## config.mk

```make
export PLATFORM = sky130hd
export DESIGN_NAME = motor_ramp_ctrl_flat
export DESIGN_NICKNAME = d
export VERILOG_FILES = /design/src/rtl/motor_ramp_ctrl_pkg.sv /design/src/rtl/motor_ramp_ctrl_if.sv /design/src/rtl/motor_ramp_channel.sv /design/src/rtl/motor_ramp_ctrl.sv /design/src/flat_wrapper.sv
export SDC_FILE = /design/constraint.sdc
export NUM_CORES = 1
export LEC_CHECK = 0
export CAP_MARGIN = 40
export CORE_UTILIZATION = 45
export DETAILED_ROUTE_END_ITERATION = 16
export PLACE_DENSITY_LB_ADDON = 0.05
export SYNTH_ARGS = -nofsm -noshare
export SYNTH_HDL_FRONTEND = slang
export SYNTH_HIERARCHICAL = 1
export SYNTH_SLANG_ARGS = --single-unit
```

## constraint.sdc

```tcl
create_clock -name clk -period 3.95 [get_ports clk]
set_input_delay 0.395 -clock clk [delete_from_list [all_inputs] [get_ports clk]]
set_output_delay 0.395 -clock clk [all_outputs]
set_load 0.1 [all_outputs]
```

## src/rtl/motor_ramp_ctrl_pkg.sv

```systemverilog
// Shared types and constants for the two-channel motor soft-start / safe-reversal controller.
package motor_ramp_ctrl_pkg;

    typedef enum logic [1:0] {
        ST_IDLE  = 2'd0,
        ST_RAMP  = 2'd1,
        ST_BRAKE = 2'd2,
        ST_DEAD  = 2'd3
    } ch_state_t;

    localparam logic [1:0] DIR_COAST = 2'b00;
    localparam logic [1:0] DIR_FWD   = 2'b01;
    localparam logic [1:0] DIR_REV   = 2'b10;

    localparam logic [6:0] DUTY_MAX  = 7'd100;

    function automatic logic [6:0] clamp_duty(input logic [6:0] d);
        return (d > DUTY_MAX) ? DUTY_MAX : d;
    endfunction

    function automatic logic [1:0] dir_code(input logic rev);
        return rev ? DIR_REV : DIR_FWD;
    endfunction

endpackage

```

## src/rtl/motor_ramp_ctrl_if.sv

```systemverilog
// Command port of the motor ramp controller: valid/ready handshake carrying channel, direction and duty.
interface motor_ramp_ctrl_if;

    logic       cmd_valid;
    logic       cmd_ready;
    logic       cmd_ch;
    logic       cmd_dir;
    logic [6:0] cmd_duty;

    modport master (
        output cmd_valid,
        output cmd_ch,
        output cmd_dir,
        output cmd_duty,
        input  cmd_ready
    );

    modport slave (
        input  cmd_valid,
        input  cmd_ch,
        input  cmd_dir,
        input  cmd_duty,
        output cmd_ready
    );

endinterface

```

## src/rtl/motor_ramp_channel.sv

```systemverilog
// One motor channel: ramps duty toward target one step per tick, and brakes to zero plus a
// coast dead-time before any direction reversal.
module motor_ramp_channel
    import motor_ramp_ctrl_pkg::*;
#(
    parameter int DEAD_CYCLES = 5_000_000
) (
    input  logic       clk,
    input  logic       reset_p,
    input  logic       estop,
    input  logic       tick,
    input  logic       accept,
    input  logic       cmd_dir,
    input  logic [6:0] cmd_duty,
    output logic [6:0] duty,
    output logic [1:0] dir,
    output logic       busy,
    output logic       in_dead
);

    localparam int DW = $clog2(DEAD_CYCLES + 1);
    localparam logic [DW-1:0] DEAD_LOAD = DW'(DEAD_CYCLES - 1);

    ch_state_t     state, state_n;
    logic [6:0]    duty_n;
    logic [6:0]    target, target_n;
    logic          cur_dir, cur_dir_n;
    logic          pend_dir, pend_dir_n;
    logic          dir_valid, dir_valid_n;
    logic [DW-1:0] dead_cnt, dead_cnt_n;

    always_ff @(posedge clk or posedge reset_p) begin
        if (reset_p) begin
            state     <= ST_IDLE;
            duty      <= '0;
            target    <= '0;
            cur_dir   <= 1'b0;
            pend_dir  <= 1'b0;
            dir_valid <= 1'b0;
            dead_cnt  <= '0;
        end else begin
            state     <= state_n;
            duty      <= duty_n;
            target    <= target_n;
            cur_dir   <= cur_dir_n;
            pend_dir  <= pend_dir_n;
            dir_valid <= dir_valid_n;
            dead_cnt  <= dead_cnt_n;
        end
    end

    // An accepted command takes precedence over a coincident tick, so duty never moves on the accept edge.
    always_comb begin
        state_n     = state;
        duty_n      = duty;
        target_n    = target;
        cur_dir_n   = cur_dir;
        pend_dir_n  = pend_dir;
        dir_valid_n = dir_valid;
        dead_cnt_n  = dead_cnt;

        if (estop) begin
            state_n     = ST_IDLE;
            duty_n      = '0;
            target_n    = '0;
            dir_valid_n = 1'b0;
        end else if (accept) begin
            target_n = cmd_duty;
            if (!dir_valid || (cmd_dir == cur_dir) || (duty == '0 && state != ST_DEAD)) begin
                cur_dir_n   = cmd_dir;
                pend_dir_n  = cmd_dir;
                dir_valid_n = 1'b1;
                if (dir_valid && (cmd_dir != cur_dir)) begin
                    state_n    = ST_DEAD;
                    dead_cnt_n = DEAD_LOAD;
                end else begin
                    state_n = (cmd_duty == duty) ? ST_IDLE : ST_RAMP;
                end
            end else begin
                pend_dir_n = cmd_dir;
                state_n    = ST_BRAKE;
            end
        end else begin
            unique case (state)
                ST_RAMP: begin
                    if (tick) begin
                        if (duty < target) begin
                            duty_n = duty + 7'd1;
                        end else if (duty > target) begin
                            duty_n = duty - 7'd1;
                        end
                        if (duty_n == target) begin
                            state_n = ST_IDLE;
                        end
                    end
                end
                ST_BRAKE: begin
                    if (tick) begin
                        duty_n = (duty != '0) ? duty - 7'd1 : '0;
                        if (duty_n == '0) begin
                            state_n    = ST_DEAD;
                            dead_cnt_n = DEAD_LOAD;
                        end
                    end
                end
                ST_DEAD: begin
                    if (dead_cnt == '0) begin
                        cur_dir_n = pend_dir;
                        state_n   = (target == '0) ? ST_IDLE : ST_RAMP;
                    end else begin
                        dead_cnt_n = dead_cnt - DW'(1);
                    end
                end
                default: begin
                end
            endcase
        end
    end

    assign dir     = (!dir_valid || state == ST_DEAD) ? DIR_COAST : dir_code(cur_dir);
    assign busy    = (state != ST_IDLE);
    assign in_dead = (state == ST_DEAD);

endmodule

```

## src/rtl/motor_ramp_ctrl.sv

```systemverilog
// Two-channel motor ramp controller: shared ramp-tick generator, command demux and per-channel
// ramp/brake/dead-time engines feeding the pwm_100 duty inputs and H-bridge direction pins.
module motor_ramp_ctrl
    import motor_ramp_ctrl_pkg::*;
#(
    parameter int STEP_CYCLES = 1_000_000,
    parameter int DEAD_CYCLES = 5_000_000
) (
    input  logic                     clk,
    input  logic                     reset_p,
    input  logic                     estop,
    motor_ramp_ctrl_if.slave         cmd,
    output logic [6:0]               duty_l,
    output logic [6:0]               duty_r,
    output logic [1:0]               dir_l,
    output logic [1:0]               dir_r,
    output logic                     busy_l,
    output logic                     busy_r
);

    localparam int TW = $clog2(STEP_CYCLES);
    localparam logic [TW-1:0] TICK_LAST = TW'(STEP_CYCLES - 1);

    logic [TW-1:0] tick_cnt;
    logic          tick;
    logic          dead_l, dead_r;
    logic          accept, accept_l, accept_r;
    logic [6:0]    duty_clamped;

    // Free-running tick counter, independent of command traffic.
    always_ff @(posedge clk or posedge reset_p) begin
        if (reset_p) begin
            tick_cnt <= '0;
        end else begin
            tick_cnt <= tick ? '0 : tick_cnt + TW'(1);
        end
    end

    assign tick = (tick_cnt == TICK_LAST);

    assign cmd.cmd_ready = !reset_p && !estop && !(cmd.cmd_ch ? dead_r : dead_l);
    assign accept        = cmd.cmd_valid && cmd.cmd_ready;
    assign accept_l      = accept && !cmd.cmd_ch;
    assign accept_r      = accept && cmd.cmd_ch;
    assign duty_clamped  = clamp_duty(cmd.cmd_duty);

    motor_ramp_channel #(
        .DEAD_CYCLES (DEAD_CYCLES)
    ) u_chan_l (
        .clk      (clk),
        .reset_p  (reset_p),
        .estop    (estop),
        .tick     (tick),
        .accept   (accept_l),
        .cmd_dir  (cmd.cmd_dir),
        .cmd_duty (duty_clamped),
        .duty     (duty_l),
        .dir      (dir_l),
        .busy     (busy_l),
        .in_dead  (dead_l)
    );

    motor_ramp_channel #(
        .DEAD_CYCLES (DEAD_CYCLES)
    ) u_chan_r (
        .clk      (clk),
        .reset_p  (reset_p),
        .estop    (estop),
        .tick     (tick),
        .accept   (accept_r),
        .cmd_dir  (cmd.cmd_dir),
        .cmd_duty (duty_clamped),
        .duty     (duty_r),
        .dir      (dir_r),
        .busy     (busy_r),
        .in_dead  (dead_r)
    );

endmodule

```

## src/flat_wrapper.sv

```systemverilog
// flat-port wrapper written by rule: the top's interface ports become plain ports
module motor_ramp_ctrl_flat import motor_ramp_ctrl_pkg::*;
#(
    parameter int STEP_CYCLES = 1_000_000,
    parameter int DEAD_CYCLES = 5_000_000
)
  (clk, reset_p, estop, duty_l, duty_r, dir_l, dir_r, busy_l, busy_r, cmd_cmd_valid, cmd_cmd_ch, cmd_cmd_dir, cmd_cmd_duty, cmd_cmd_ready);
  motor_ramp_ctrl_if cmd_i ();
  input  logic clk;
  input  logic reset_p;
  input  logic estop;
  output logic [6:0] duty_l;
  output logic [6:0] duty_r;
  output logic [1:0] dir_l;
  output logic [1:0] dir_r;
  output logic busy_l;
  output logic busy_r;
  input wire logic [$bits(cmd_i.cmd_valid)-1:0] cmd_cmd_valid;
  input wire logic [$bits(cmd_i.cmd_ch)-1:0] cmd_cmd_ch;
  input wire logic [$bits(cmd_i.cmd_dir)-1:0] cmd_cmd_dir;
  input wire logic [$bits(cmd_i.cmd_duty)-1:0] cmd_cmd_duty;
  output wire logic [$bits(cmd_i.cmd_ready)-1:0] cmd_cmd_ready;
  assign cmd_i.cmd_valid = cmd_cmd_valid;
  assign cmd_i.cmd_ch = cmd_cmd_ch;
  assign cmd_i.cmd_dir = cmd_cmd_dir;
  assign cmd_i.cmd_duty = cmd_cmd_duty;
  assign cmd_cmd_ready = cmd_i.cmd_ready;
  motor_ramp_ctrl #(.STEP_CYCLES(STEP_CYCLES), .DEAD_CYCLES(DEAD_CYCLES)) u_core (.clk(clk), .reset_p(reset_p), .estop(estop), .cmd(cmd_i), .duty_l(duty_l), .duty_r(duty_r), .dir_l(dir_l), .dir_r(dir_r), .busy_l(busy_l), .busy_r(busy_r));
endmodule
```

==> out/metrics.cfg, run 1 <==
[run_status]
status=complete, no violations

[drt]
routed_wirelength_um=19300
wl_per_cell_um=17.1
num_vias=6587
detail-route-antenna-nets=0
vias_per_cell=5.85
drtIter0Drc=411
drc=0
dr.pass1.iters=5

[yosys]
synth-simple-area-share=0.287
synth.area.mux_share=0.0367
synth.avg_cell_area_sq_um=8.65
async_flop_share=1.00
yosys_most_used_dff=dfrtp_1
synth_edf_count=0
synth_xor_area_frac=0.0990
ys_seq_area_frac=0.350
synth-seq-cells=104
synthAdderAreaFrac=0.0387
synth_compound_area_frac=0.152
syn_area_sq_mm=0.00743
ys_warn_count=6
ys_types=68
syn-num-nets=895
synth_top_family_by_area=simple AND/OR/NAND/NOR gates
synthCells=859

[timing]
fin_setup_tns_ns=0
skew_ns=0.0105
relSlewSlack=0.468
final_max_slew_viol_count=0
final.period_utilization=0.877
period_minus_slack_ns=3.46
fmax_mhz=289
worst_slew_pin_slew_ns=0.797
hold_viol_final=0
finalSetupViolations=0
rsz0062_at_grt=false

[cts]
cts_made_buffers=9
clkLatencyLatePin_ns=0.35
cts_tree=yes
clk_pin_slew_worst_paths_ns=0.08
clk_path_buf_depth=2
htree_levels=3
root_buffer=clkbuf_16
post_cts_buffers=0
cts_resized=0
cts.sinks=104
postCtsHoldBufs=0

[cells_and_area]
area_growth_syn_to_layout_pct=16.5
drive_above_1_share=0.105
layoutNonFillerInstCount=1126
num_antenna_cells=0
layout.nets=941
final_area_sq_mm=0.00866
most-common-layout-cells=nor2_1 (113), dfrtp_1 (104), nand2_1 (48), xor2_1 (46), nand3_1 (39)
layout_commonest_cell=nor2_1

[global_route]
grt_max_degree=45
grtUsageTotal=0.240
grt_pass1_wl_um=32300
antenna_found_initial=0
grt_overflow=0
grt_pass1_vias=6497

[place]
placed_cell_area_sq_mm=0.00835
place_congestion=0.953
dpl.cell_count=1110
port_buffers=33
place_hpwl_um=13900

[setup_path]
crit_path_start_kind=flop
timing_worst_setup_path_type=reg2reg
worstPathArrival_ns=3.67
cp_data_required_time_ns=4.16
crit_fanout=23
end_kind=flop

[floorplanning]
coreArea_sq_mm=0.0160
die_h_um=131
start_util=0.464
ioPinCount=34
die-area_sq_mm=0.0170
num_rows=46
fp.dieW_um=131

[hold_path]
hp-class=reg2reg

[power_and_ir_drop]
vdd_drop_max_mv=0.196
p_per_area_mw_per_mm2=302
leakagePower_nw=3.59

[run]
drv_cap=0

[layout make-up]
| type | instances | area, sq um |
|---|---|---|
| timing repair buffer | 73 | 776 |
| inverter | 33 | 124 |
| multi-input combinational | 684 | 4580 |
| fill | 1517 | 7340 |
| sequential | 104 | 2600 |
| clock buffer | 11 | 243 |
| clock inverter | 5 | 62.6 |
| tap | 216 | 270 |
[metrics by stage]
step                      hold slack [ns]  setup slack [ns]  power (mW)  utilization
final                               0.484             0.485        2.62        0.541
after global routing                0.509             0.186        2.75        0.541
after CTS                           0.487             0.499        2.65        0.541
after detailed placement            0.471             0.376        1.70        0.522
after global placement              0.469             0.508        1.68        0.504
after floorplan                     0.359           0.00877        1.57            -
[synthesized netlist by cell type (all sizes together), types with 10 or more instances]
library cell	n	area [sq um]
nand2	50	193
ha	23	288
nand3	39	195
o21ai	43	215
nor2	117	469
and3	16	100
nor3	25	148
or4	10	82.6
nand4	18	113
a21oi	36	180
nor2b	16	100
nor4	19	194
mux2i	25	250
a21o	11	82.6
xor2	46	403
dfrtp	104	2600
inv	33	124
xnor2	38	333
clkbuf	32	120
[sequential cells by signal, indices dropped and copies added (netlist names)]
name and cells:
u_core/u_chan_l/pend_dir 1, u_core/u_chan_r/target 7, u_core/u_chan_r/pend_dir 1, u_core/u_chan_l/dir_valid 1
u_core/tick_cnt 20, u_core/u_chan_l/cur_dir 1, u_core/u_chan_l/duty 7, u_core/u_chan_l/state 2
u_core/u_chan_l/dead_cnt 23, u_core/u_chan_r/dir_valid 1, u_core/u_chan_r/state 2, u_core/u_chan_r/cur_dir 1
u_core/u_chan_r/dead_cnt 23, u_core/u_chan_r/duty 7, u_core/u_chan_l/target 7
[layer usage]
layer	share of wire	up-vias	track usage
li1	-	3179	-
met1	0.49	3238	0.331
met2	0.46	146	0.387
met3	0.036	24	0.0358
met4	0.014	0	0.0778
met5	0	-	0
[worst max-delay path, cell delays in order, from the launching register on]
cell and delay (ns):
dfrtp_1 0.49, nand2_1 0.24, inv_1 0.08, nor2b_1 0.16, a2111oi_4 0.25, and3_4 0.44
nor2_1 0.07, a311oi_1 0.41, inv_2 0.11, nor3_4 0.43, buf_4 0.27, nand3_1 0.11
xor2_1 0.17, nand2_1 0.06
[worst paths after layout]
path / start / endpoint / slack (ns) / cells past startpoint
hold / removal: u_core/tick_cnt[0]$_DFF_PP0_ / u_core/tick_cnt[0]$_DFF_PP0_ / 0.48 / 1
setup / recovery: u_core/u_chan_l/state[0]$_DFFE_PP0P_ / u_core/u_chan_r/dead_cnt[5]$_DFFE_PP0P_ / 0.49 / 13
setup reg to reg: u_core/u_chan_l/state[0]$_DFFE_PP0P_ / u_core/u_chan_r/dead_cnt[5]$_DFFE_PP0P_ / 0.49 / 13
hold reg to reg: u_core/tick_cnt[0]$_DFF_PP0_ / u_core/tick_cnt[0]$_DFF_PP0_ / 0.48 / 1
min in group asynchronous: reset_p / u_core/u_chan_r/target[4]$_DFFE_PP0N_ / 0.73 / 3
max in group asynchronous: reset_p / u_core/tick_cnt[11]$_DFF_PP0_ / 2.70 / 2
[report_power, final]
group	internal (mW)	total (mW)	switching (mW)
clock network	0.515	0.931	0.415
logic	0.181	0.426	0.246
registers	1.16	1.26	0.104
[kinds of logic after synthesis]
kind of cell               after synthesis
AOI/OAI and AO/OA                      171
xor gates and xnor gates                84
adders and majority gates               23
buffers and inverters                   71
DFF                                    104
muxes                                   27
and+or+nand+nor                        379
No activity file was read; power rests on OpenSTA's default activity.
==> run 2, diff against run 1 <==
==> constraint.sdc (replaced) <==
create_clock -name clk -period 4.2 [get_ports clk]
set_input_delay 0.42 -clock clk [delete_from_list [all_inputs] [get_ports clk]]
set_output_delay 0.42 -clock clk [all_outputs]
set_load 0.1 [all_outputs]
==> run 2 against run 1 <==
  * Clock-buffer cell count is 2 lower
  * Worst setup slack improved by 0.12 ns
  * Fmax fell by 3.6%
  * Register-to-register slack improved by 0.12 ns
  * First-iteration DRC count rose by 9.2%
  * Core utilization up 0.094 points
  * Cell count did not move
  * Largest cell class unchanged
  * Largest power group unchanged
==> out/metrics.cfg, run 2 (synthesized netlist as in run 1, its figures left out) <==
[setup_path]
max_stage_delay_ns=0.49
path_delay_family=simple AND/OR/NAND/NOR gates
critPathMostFrequentCell=buf_4
cp_num_buf_inv=3
reg2reg_depth=13
rrSetupSlack_ns=0.61
end_kind=flop
worstPathArrival_ns=3.84
timing_worst_setup_path_type=reg2reg
crit_path_start_kind=flop
crit_fanout=18
cp.depth=13
slowest_stage=dfrtp_1
crit_chain=nand2_1 > inv_1 > nor2b_1 > a2111oi_4 > and3b_1 > buf_4 > nor2_1 > and4bb_2 > nor3_4 > buf_4 > nand2_2 > o21ai_1 > or3b_1
cp_data_required_time_ns=4.45

[cells_and_area]
layout_commonest_cell=nor2_1
num_antenna_cells=0
most-common-layout-cells=nor2_1 (113), dfrtp_1 (104), nand2_1 (48), xor2_1 (46), nand3_1 (39)
area_growth_syn_to_layout_pct=16.7
final_area_sq_mm=0.00867
drive_above_1_share=0.104
layout.nets=941
largestRegisters=u_core/u_chan_l/dead_cnt x23, u_core/u_chan_r/dead_cnt x23, u_core/tick_cnt x20

[cts]
htree_levels=3
clkLatencyLatePin_ns=0.36
cts.sinks=104
cts_made_buffers=9
post_cts_buffers=0
clk_pin_slew_worst_paths_ns=0.08
postCtsHoldBufs=0
cts_tree=yes
clk_path_buf_depth=2
cts_resized=0
root_buffer=clkbuf_16

[hold_path]
hp-class=reg2reg
whs_path_depth=1

[timing]
setup_ws_ns=0.608
relSlewSlack=0.446
period_minus_slack_ns=3.59
finalSetupViolations=0
skew_ns=0.00849
rsz0062_at_grt=false
fin_setup_tns_ns=0
final_max_slew_viol_count=0
fmax_mhz=278
final.period_utilization=0.855
hold_viol_final=0
whs_ns=0.486
worst_slew_pin_slew_ns=0.826

[floorplanning]
num_rows=46
coreArea_sq_mm=0.0160
die_h_um=131
start_util=0.464
fp.dieW_um=131
die-area_sq_mm=0.0170
ioPinCount=34

[run_status]
status=complete, no violations

[place]
place_congestion=0.923
place_hpwl_um=14000
port_buffers=33
place_ws_ns=0.488
placed_cell_area_sq_mm=0.00838

[drt]
vias_per_cell=5.82
routed_wirelength_um=19300
wl_per_cell_um=17.2
dr.pass1.iters=5
detail-route-antenna-nets=0
num_vias=6552
drtIter0Drc=449
drc=0

[global_route]
antenna_found_initial=0
grt_pass1_vias=6439
grtUsageTotal=0.243
grt_overflow=0
grt_pass1_wl_um=32500
grt_max_degree=45

[power_and_ir_drop]
leakagePower_nw=3.59
p_switching_uw=749
vdd_drop_max_mv=0.209
p_per_area_mw_per_mm2=279
p_clk_frac=0.347
intPower_mw=1.67
swShare=0.309
p_seq_frac=0.489
comb_power_share=0.164

[run]
drv_cap=0

==> run 2: cell types whose count changed in the layout (fill, tap and decap cells not counted), sizes merged <==
cell and delta:
clkbuf -2, clkdlybuf4s50 +1, clkinvlp +1, clkinv +2, buf -1, bufinv -1
==> run 2: per-layer routing <==
| metal | vias to the layer above | global-route usage | wire (um) |
|---|---|---|---|
| met5 | - | 0 | 0 |
| met4 | 0 | 0.0622 | 205 |
| met3 | 18 | 0.0444 | 1020 |
| met2 | 188 | 0.391 | 8920 |
| met1 | 3157 | 0.338 | 9180 |
| li1 | 3189 | - | - |
==> run 2: power by group through the flow <==
stage	combinational, mW	sequential, mW	clock, mW
4_1_cts	0.398	1.18	0.875
3_5_place_dp	0.397	1.20	0
6_report	0.397	1.18	0.841
3_3_place_gp	0.377	1.20	0
2_1_floorplan	0.303	1.18	0
5_1_grt	0.444	1.20	0.912
==> run 2: layout make-up <==
cell class,count,area (sq um)
Tap cell,216,270
Multi-Input combinational cell,684,4580
Timing Repair Buffer,73,811
Clock inverter,7,65.1
Clock buffer,9,225
Inverter,33,124
Fill cell,1540,7330
Sequential cell,104,2600
==> run 2: worst paths after layout <==
path / from / to
max in group asynchronous: reset_p / u_core/tick_cnt[12]$_DFF_PP0_
setup reg to reg: u_core/u_chan_l/state[0]$_DFFE_PP0P_ / u_core/u_chan_l/dead_cnt[19]$_DFFE_PP0P_
hold / removal: u_core/tick_cnt[0]$_DFF_PP0_ / u_core/tick_cnt[0]$_DFF_PP0_
setup / recovery: u_core/u_chan_l/state[0]$_DFFE_PP0P_ / u_core/u_chan_l/dead_cnt[19]$_DFFE_PP0P_
min in group asynchronous: reset_p / u_core/u_chan_r/target[4]$_DFFE_PP0N_
hold reg to reg: u_core/tick_cnt[0]$_DFF_PP0_ / u_core/tick_cnt[0]$_DFF_PP0_
==> run 2: through the flow <==
| step | instances | util | total power [mW] |
|---|---|---|---|
| 6_report | 1126 | 0.542 | 2.42 |
| 5_1_grt | 1126 | 0.542 | 2.56 |
| 4_1_cts | 1126 | 0.542 | 2.46 |
| 3_5_place_dp | 1110 | 0.524 | 1.60 |
| 3_3_place_gp | 1090 | 0.503 | 1.58 |
| 2_1_floorplan | 859 | - | 1.48 |
==> run 3, diff against run 2 <==
--- a/config.mk
+++ b/config.mk
@@ -6,6 +6,7 @@
 export NUM_CORES = 1
 export LEC_CHECK = 0
 export CAP_MARGIN = 40
+export CORE_ASPECT_RATIO = 1.25
 export CORE_UTILIZATION = 45
 export DETAILED_ROUTE_END_ITERATION = 16
 export PLACE_DENSITY_LB_ADDON = 0.05
==> run 3 against run 2 <==
  * Sequential cell count unchanged
  * First-iteration DRC count is 13% lower
  * Clock-buffer cell count rose by 1
  * Global-route usage is 0.26 points lower
  * Critical path type unchanged
==> out/metrics.cfg, run 3 (synthesized netlist as in run 1, its figures left out) <==
[run_status]
status=complete, no violations

[floorplanning]
coreArea_sq_mm=0.0162
start_util=0.459
die-area_sq_mm=0.0170
fp.dieW_um=117
die_h_um=146
num_rows=52
ioPinCount=34

[cts]
cts_tree=yes
postCtsHoldBufs=0
cts_made_buffers=9
cts_resized=0
clk_pin_slew_worst_paths_ns=0.07
clkLatencyLatePin_ns=0.36
clk_path_buf_depth=2
cts.sinks=104
post_cts_buffers=0
root_buffer=clkbuf_16
htree_levels=3

[run]
drv_cap=0

[setup_path]
crit_fanout=18
r2r_start=u_core/u_chan_l/state[0]$_DFFE_PP0P_
worstPathArrival_ns=3.81
regToRegEndpoint=u_core/u_chan_l/dead_cnt[5]$_DFFE_PP0P_
timing_worst_setup_path_type=reg2reg
crit_chain=nand2_1 > inv_1 > nor2b_1 > a2111oi_4 > and3b_1 > buf_4 > nor2_1 > and4bb_2 > nor3_4 > buf_4 > nand3_1 > xor2_1 > nand2_1
crit_path_start_kind=flop
max_stage_delay_ns=0.48
rrSetupSlack_ns=0.59
reg2reg_depth=13
end_kind=flop
slowest_stage=dfrtp_1
cp_data_required_time_ns=4.40

[global_route]
grtUsageTotal=0.241
antenna_found_initial=0
grt_overflow=0
grt_pass1_wl_um=32400
grt_max_degree=45
grt_pass1_vias=6632

[drt]
detail-route-antenna-nets=0
routed_wirelength_um=19500
vias_per_cell=5.87
dr.pass1.iters=5
drc=0
wl_per_cell_um=17.4
num_vias=6589
drtIter0Drc=392

[cells_and_area]
layout.nets=937
utilization=0.534
most-common-layout-cells=nor2_1 (113), dfrtp_1 (104), nand2_1 (48), xor2_1 (46), nand3_1 (39)
drive_above_1_share=0.0993
fill_cells=1485
largestRegisters=u_core/u_chan_l/dead_cnt x23, u_core/u_chan_r/dead_cnt x23, u_core/tick_cnt x20
num_antenna_cells=0
layout_commonest_cell=nor2_1
area_growth_syn_to_layout_pct=16.3

[timing]
final.period_utilization=0.859
rsz0062_at_grt=false
relSlewSlack=0.449
finalSetupViolations=0
skew_ns=0.0109
fmax_mhz=277
final_max_slew_viol_count=0
period_minus_slack_ns=3.61
hold_viol_final=0
fin_setup_tns_ns=0
worst_slew_pin_slew_ns=0.822

[hold_path]
whs_path_depth=1
hp-class=reg2reg
min_from=u_core/u_chan_r/dead_cnt[22]$_DFFE_PP0P_
whs_endpoint=u_core/u_chan_r/dead_cnt[22]$_DFFE_PP0P_

[place]
place_hpwl_um=14400
place_congestion=0.879
port_buffers=33

[power_and_ir_drop]
vdd_drop_max_mv=0.170
p_per_area_mw_per_mm2=282
leakagePower_nw=3.57

run 3: layout make-up:
type                    instances  area, sq um  area share
clock buffers                  10          229      0.0265
clock inverters                 6         63.8     0.00738
inverters                      33          124      0.0143
multi-input cells             684         4580       0.529
flip-flops and latches        104         2600       0.301
well taps                     216          270      0.0313
repair buffers                 69          781      0.0903
run 3: stage by stage:
step	hold WS (ns)	power, mW	instance area, sq um	std cells	setup WS [ns]
global placement	0.470	1.58	8020	1086	0.584
global route	0.512	2.55	8650	1122	0.344
floorplan	0.384	1.48	7450	859	0.112
detailed placement	0.471	1.61	8350	1106	0.447
finish	0.484	2.44	8650	1122	0.593
CTS	0.490	2.46	8650	1122	0.605
run 3: metal layers:
layer | GRT usage | vias to the layer above | share of wire
met2 | 0.423 | 174 | 0.52
met5 | 0 | - | 0
met4 | 0.0968 | 0 | 0.026
met1 | 0.298 | 3189 | 0.42
met3 | 0.0233 | 35 | 0.034
li1 | - | 3191 | -
run 3: critical path, delay by kind of cell, from the launching register on:
kind	cells	cell delay (ns)
flip-flops	1	0.48
XOR/XNOR	1	0.18
buffers and inverters	3	0.64
AO/OA/AOI/OAI	1	0.35
AND/OR/NAND/NOR	8	1.80
run 3: how the worst max path moves through the flow:
stage,start,end,slack (ns),cells after the start
after floorplan,u_core/u_chan_l/state[0]$_DFFE_PP0P_,u_core/u_chan_l/dead_cnt[18]$_DFFE_PP0P_,0.11,15
final,u_core/u_chan_l/state[0]$_DFFE_PP0P_,u_core/u_chan_l/dead_cnt[5]$_DFFE_PP0P_,0.59,13
after CTS,u_core/u_chan_l/state[0]$_DFFE_PP0P_,u_core/u_chan_l/dead_cnt[5]$_DFFE_PP0P_,0.61,13
after global placement,cmd_cmd_ch,u_core/u_chan_l/dead_cnt[8]$_DFFE_PP0P_,0.58,11
after detailed placement,cmd_cmd_ch,u_core/u_chan_l/dead_cnt[8]$_DFFE_PP0P_,0.45,11
after global routing,u_core/u_chan_l/state[0]$_DFFE_PP0P_,u_core/u_chan_l/dead_cnt[6]$_DFFE_PP0P_,0.34,13
run 3: report_power, final:
part | total [mW] | switching, mW | internal (mW)
Combinational | 0.400 | 0.230 | 0.170
Sequential | 1.19 | 0.100 | 1.09
Clock | 0.847 | 0.427 | 0.420
